===== src/rtl/mem_blk_arbiter.sv =====
// Two-port round-robin arbiter in front of the single-port mem_blk RAM.
// One RAM access per cycle; the response returns to the owning port one cycle after grant.
module mem_blk_arbiter #(
  parameter int ADDR_W = 8,
  parameter int DATA_W = 32,
  parameter int DEPTH  = 256
) (
  input  logic              clk,
  input  logic              rst,
  input  logic [1:0]        req_i,
  input  logic [1:0]        we_i,
  input  logic [ADDR_W-1:0] addr0_i,
  input  logic [ADDR_W-1:0] addr1_i,
  input  logic [DATA_W-1:0] wdata0_i,
  input  logic [DATA_W-1:0] wdata1_i,
  output logic [1:0]        gnt_o,
  output logic [1:0]        rvalid_o,
  output logic              err_o,
  output logic [DATA_W-1:0] rdata_o,
  output logic              mem_cea_o,
  output logic              mem_wea_o,
  output logic [ADDR_W-1:0] mem_addra_o,
  output logic [DATA_W-1:0] mem_dia_o,
  input  logic [DATA_W-1:0] mem_doa_i
);

  // Handshake: a port's access is taken in the cycle gnt_o[p]=1 (req/we/addr/wdata
  // sampled only then); exactly one rvalid_o[p] pulse follows in the next cycle,
  // qualified by err_o, with rdata_o carrying read data (0 for writes and errors).

  logic prio_q, prio_d;
  logic pend_q, pend_d;
  logic own_q, own_d;
  logic rd_q, rd_d;
  logic err_q, err_d;

  logic              sel;
  logic              gnt_any;
  logic              sel_we;
  logic [ADDR_W-1:0] sel_addr;
  logic [DATA_W-1:0] sel_wdata;
  logic              in_range;
  logic              resp_ok;

  always_comb begin
    gnt_o = 2'b00;
    sel   = 1'b0;
    if (!rst) begin
      case (req_i)
        2'b01: begin gnt_o = 2'b01; sel = 1'b0; end
        2'b10: begin gnt_o = 2'b10; sel = 1'b1; end
        2'b11: begin
          sel   = prio_q;
          gnt_o = prio_q ? 2'b10 : 2'b01;
        end
        default: begin gnt_o = 2'b00; sel = 1'b0; end
      endcase
    end
    gnt_any = |gnt_o;
  end

  // With no grant sel stays 0, so the RAM address/data buses idle on port-0 values.
  always_comb begin
    sel_addr  = sel ? addr1_i  : addr0_i;
    sel_wdata = sel ? wdata1_i : wdata0_i;
    sel_we    = sel ? we_i[1]  : we_i[0];
    in_range  = (32'(sel_addr) < 32'(DEPTH));

    mem_addra_o = sel_addr;
    mem_dia_o   = sel_wdata;
    mem_cea_o   = gnt_any & in_range;
    mem_wea_o   = gnt_any & in_range & sel_we;
  end

  always_comb begin
    prio_d = gnt_any ? ~sel : prio_q;
    pend_d = gnt_any;
    own_d  = gnt_any ? sel : own_q;
    rd_d   = gnt_any ? ~sel_we : rd_q;
    err_d  = gnt_any ? ~in_range : err_q;
  end

  always_ff @(posedge clk) begin
    if (rst) begin
      prio_q <= 1'b0;
      pend_q <= 1'b0;
      own_q  <= 1'b0;
      rd_q   <= 1'b0;
      err_q  <= 1'b0;
    end else begin
      prio_q <= prio_d;
      pend_q <= pend_d;
      own_q  <= own_d;
      rd_q   <= rd_d;
      err_q  <= err_d;
    end
  end

  // A response still pending when reset arrives is dropped rather than delivered.
  always_comb begin
    resp_ok  = pend_q & ~rst;
    rvalid_o = resp_ok ? (own_q ? 2'b10 : 2'b01) : 2'b00;
    err_o    = resp_ok & err_q;
    rdata_o  = (resp_ok & rd_q & ~err_q) ? mem_doa_i : '0;
  end

endmodule


===== config.mk =====
export PLATFORM = sky130hd
export DESIGN_NAME = mem_blk_arbiter
export DESIGN_NICKNAME = d
export VERILOG_FILES = /design/src/rtl/mem_blk_arbiter.sv
export SDC_FILE = /design/constraint.sdc
export NUM_CORES = 1
export LEC_CHECK = 0
export BUFFER_PORTS_ARGS = -buffer_cell sky130_fd_sc_hd__buf_2
export CAP_MARGIN = 10
export CORE_AREA = 2 2 77 79
export DETAILED_ROUTE_END_ITERATION = 8
export DIE_AREA = 0 0 79 81
export GPL_TIMING_DRIVEN = 0
export SYNTH_ARGS = -nofsm -noshare
export SYNTH_HDL_FRONTEND = slang
export SYNTH_SLANG_ARGS = --single-unit

===== constraint.sdc =====
create_clock -name clk -period 2.4 [get_ports clk]
set_input_delay 0.48 -clock clk [delete_from_list [all_inputs] [get_ports clk]]
set_output_delay 0.48 -clock clk [all_outputs]
set_load 0.05 [all_outputs]

==> results.tsv <==
metric	value	unit
crit path DAT	1730	ps
main flop type after synthesis	dfxtp_1	
first-pass GRT wire length	5.91	mm
largest net degree at the start of global routing	11	
dominant cell type by area after synthesis	mux2_4	
worst hold path class	in -> reg	
Hold Buf Count CTS	0	
fill count	641	
top-area cell type share of the netlist area	53.6	%
CTS Sinks	4	
Worst-path clk slew	30	ps
Yosys warnings	0	
CTS max path bufs	2	
Mean Syn Cell Area	9.93	µm²
GPL Wtd Cong	0.753	
Lkg Pwr	1.44	nW
initial antenna violation count	0	
core area	0.00568	mm²
max frequency	453	MHz
Rows	28	
sum of negative setup slack	0	ps
worst skew pair latency	210	ps
number of I/O pins	197	
final slew viol count	0	
Power Dens Cells	350	mW/mm²
All-Layer GR Usage	11.1	%
# Max-Cap Violations	0	
Post-synth top cells	mux2_4, and2_1, nor2_1	
CTS tree	done	
Final ANT Viol Nets	0	
Hold Fails Final Rpt	0	
share of layout cells above drive strength 1	80.1	%
TritonCTS Buffers	3	
top area cells in the synthesized netlist	mux2_4, and2_1, dfxtp_1	
Final HPWL DP	3.92	mm
drt first pass iters	4	
vias per cell	3.97	
antenna cells	0	
data required time of the worst path	1920	ps
Layout Cells excl Fill	382	
top-count cell post-synth	mux2_4	
Congestion Overflow GR	0	
Gate Count Post-Synth	110	
Iter 0 DRT Violations	27	
initial core utilization	19.2	%
Vias	1516	
CTS H-tree depth	1	
RSZ-0062 raised after global routing	no	
P&R area growth vs syn	101	%
Post-synth EDFFs	0	
share of the yosys chip area belonging to registers	7.33	%
type of the worst setup path	in -> out	
Max IR drop VDD	0.352	mV
Post CTS Setup Buffer Count	0	
crit path launch type	input pin	
clk_skew	1.99	ps
Die X	79	µm
Nets	427	
ys async rst share	0	%
syn_nets	228	
placed insts	379	
post-synthesis instance area	0.00109	mm²
status	finished clean	
clock root cell	clkbuf_8	
distinct cell type count after synthesis	22	
# DRC	0	
DIE HEIGHT	81	µm
post-synthesis register bit count	4	
nature of the critical path endpoint	output pin	
Post-Route WL	4.37	mm
Worst Path Max Fanout	10	
Tcrit/Tclk final	91.9	%
drt wl/cell	11.4	µm
post-layout min period	2210	ps
final setup violation count	0	
IO buf count	194	
post-cts resize count	0	
vias in the first global route	1286	
full die area	0.00640	mm²
-- sequential cells by signal, summed over array words and instances (netlist names) --
signal,flops
own_q,1
pend_q,1
prio_q,1
rd_q,1
-- cell usage in the layout, fill, tap and decap left out, drive strengths merged --
cell type,instances
and2,33
nand2,1
nand3,4
nor3b,1
buf,200
o21a,1
dfxtp,4
conb,1
and3,2
nand2b,1
clkbuf,6
inv,3
mux2,40
a21oi,3
nor2,5
a22oi,1
o2111a,1
-- logic make-up after synthesis --
| logic type | synth area share (%) |
|---|---|
| simple gates | 26.6 |
| compound gates | 3.78 |
| mux | 54.6 |
| flops | 7.33 |
| buf+inv | 7.33 |
| other cells | 0.343 |
-- final cells by class --
cell class / count / area, µm² / share of cell area, %
flip-flops and latches: 4 / 80.1 / 3.64
clock buffers: 3 / 41.3 / 1.88
inverters: 3 / 11.3 / 0.512
well taps: 75 / 93.8 / 4.27
repair buffers: 194 / 971 / 44.2
multi-input cells: 94 / 932 / 42.4
plain buffers: 9 / 68.8 / 3.13
-- per-stage QoR --
stage | hold WS, ps | worst slack, ps | power [mW] | utilization (%) | area [µm²]
after floorplan | 494 | 296 | 0.475 | - | 1090
after global placement | 521 | 203 | 0.628 | 38.0 | 2160
after detailed placement | 537 | 151 | 0.634 | 38.0 | 2160
after CTS | 529 | 150 | 0.777 | 38.7 | 2200
after global routing | 554 | 38.4 | 0.809 | 38.7 | 2200
final | 533 | 193 | 0.769 | 38.7 | 2200
-- metal layers --
metal	global-route usage (%)	share of wire (%)
met4	1.55	0
met3	1.56	7.8
met1	13.9	39
met2	20.6	53
met5	0	0
-- power by group --
group	switching [mW]	total, mW	leakage, nW	internal (mW)
combinational	0.345	0.555	1.39	0.210
clock	0.0319	0.139	0.0216	0.107
sequential	0.00350	0.0757	0.0334	0.0722
-- worst paths after layout --
kind,start,end,slack (ps),cells after the start
worst max-delay path,rst,rdata_o[21],190,6
worst min-delay path,rst,pend_q,530,2
worst max register to register,prio_q,own_q,1520,3
worst min register to register,prio_q,prio_q,540,1
-- worst max-delay path: stages --
cell	delay (ps)
buf_2	140
inv_2	110
and3_1	270
clkbuf_1	300
and2_1	180
buf_2	260
No activity file was read; power rests on OpenSTA's default activity.
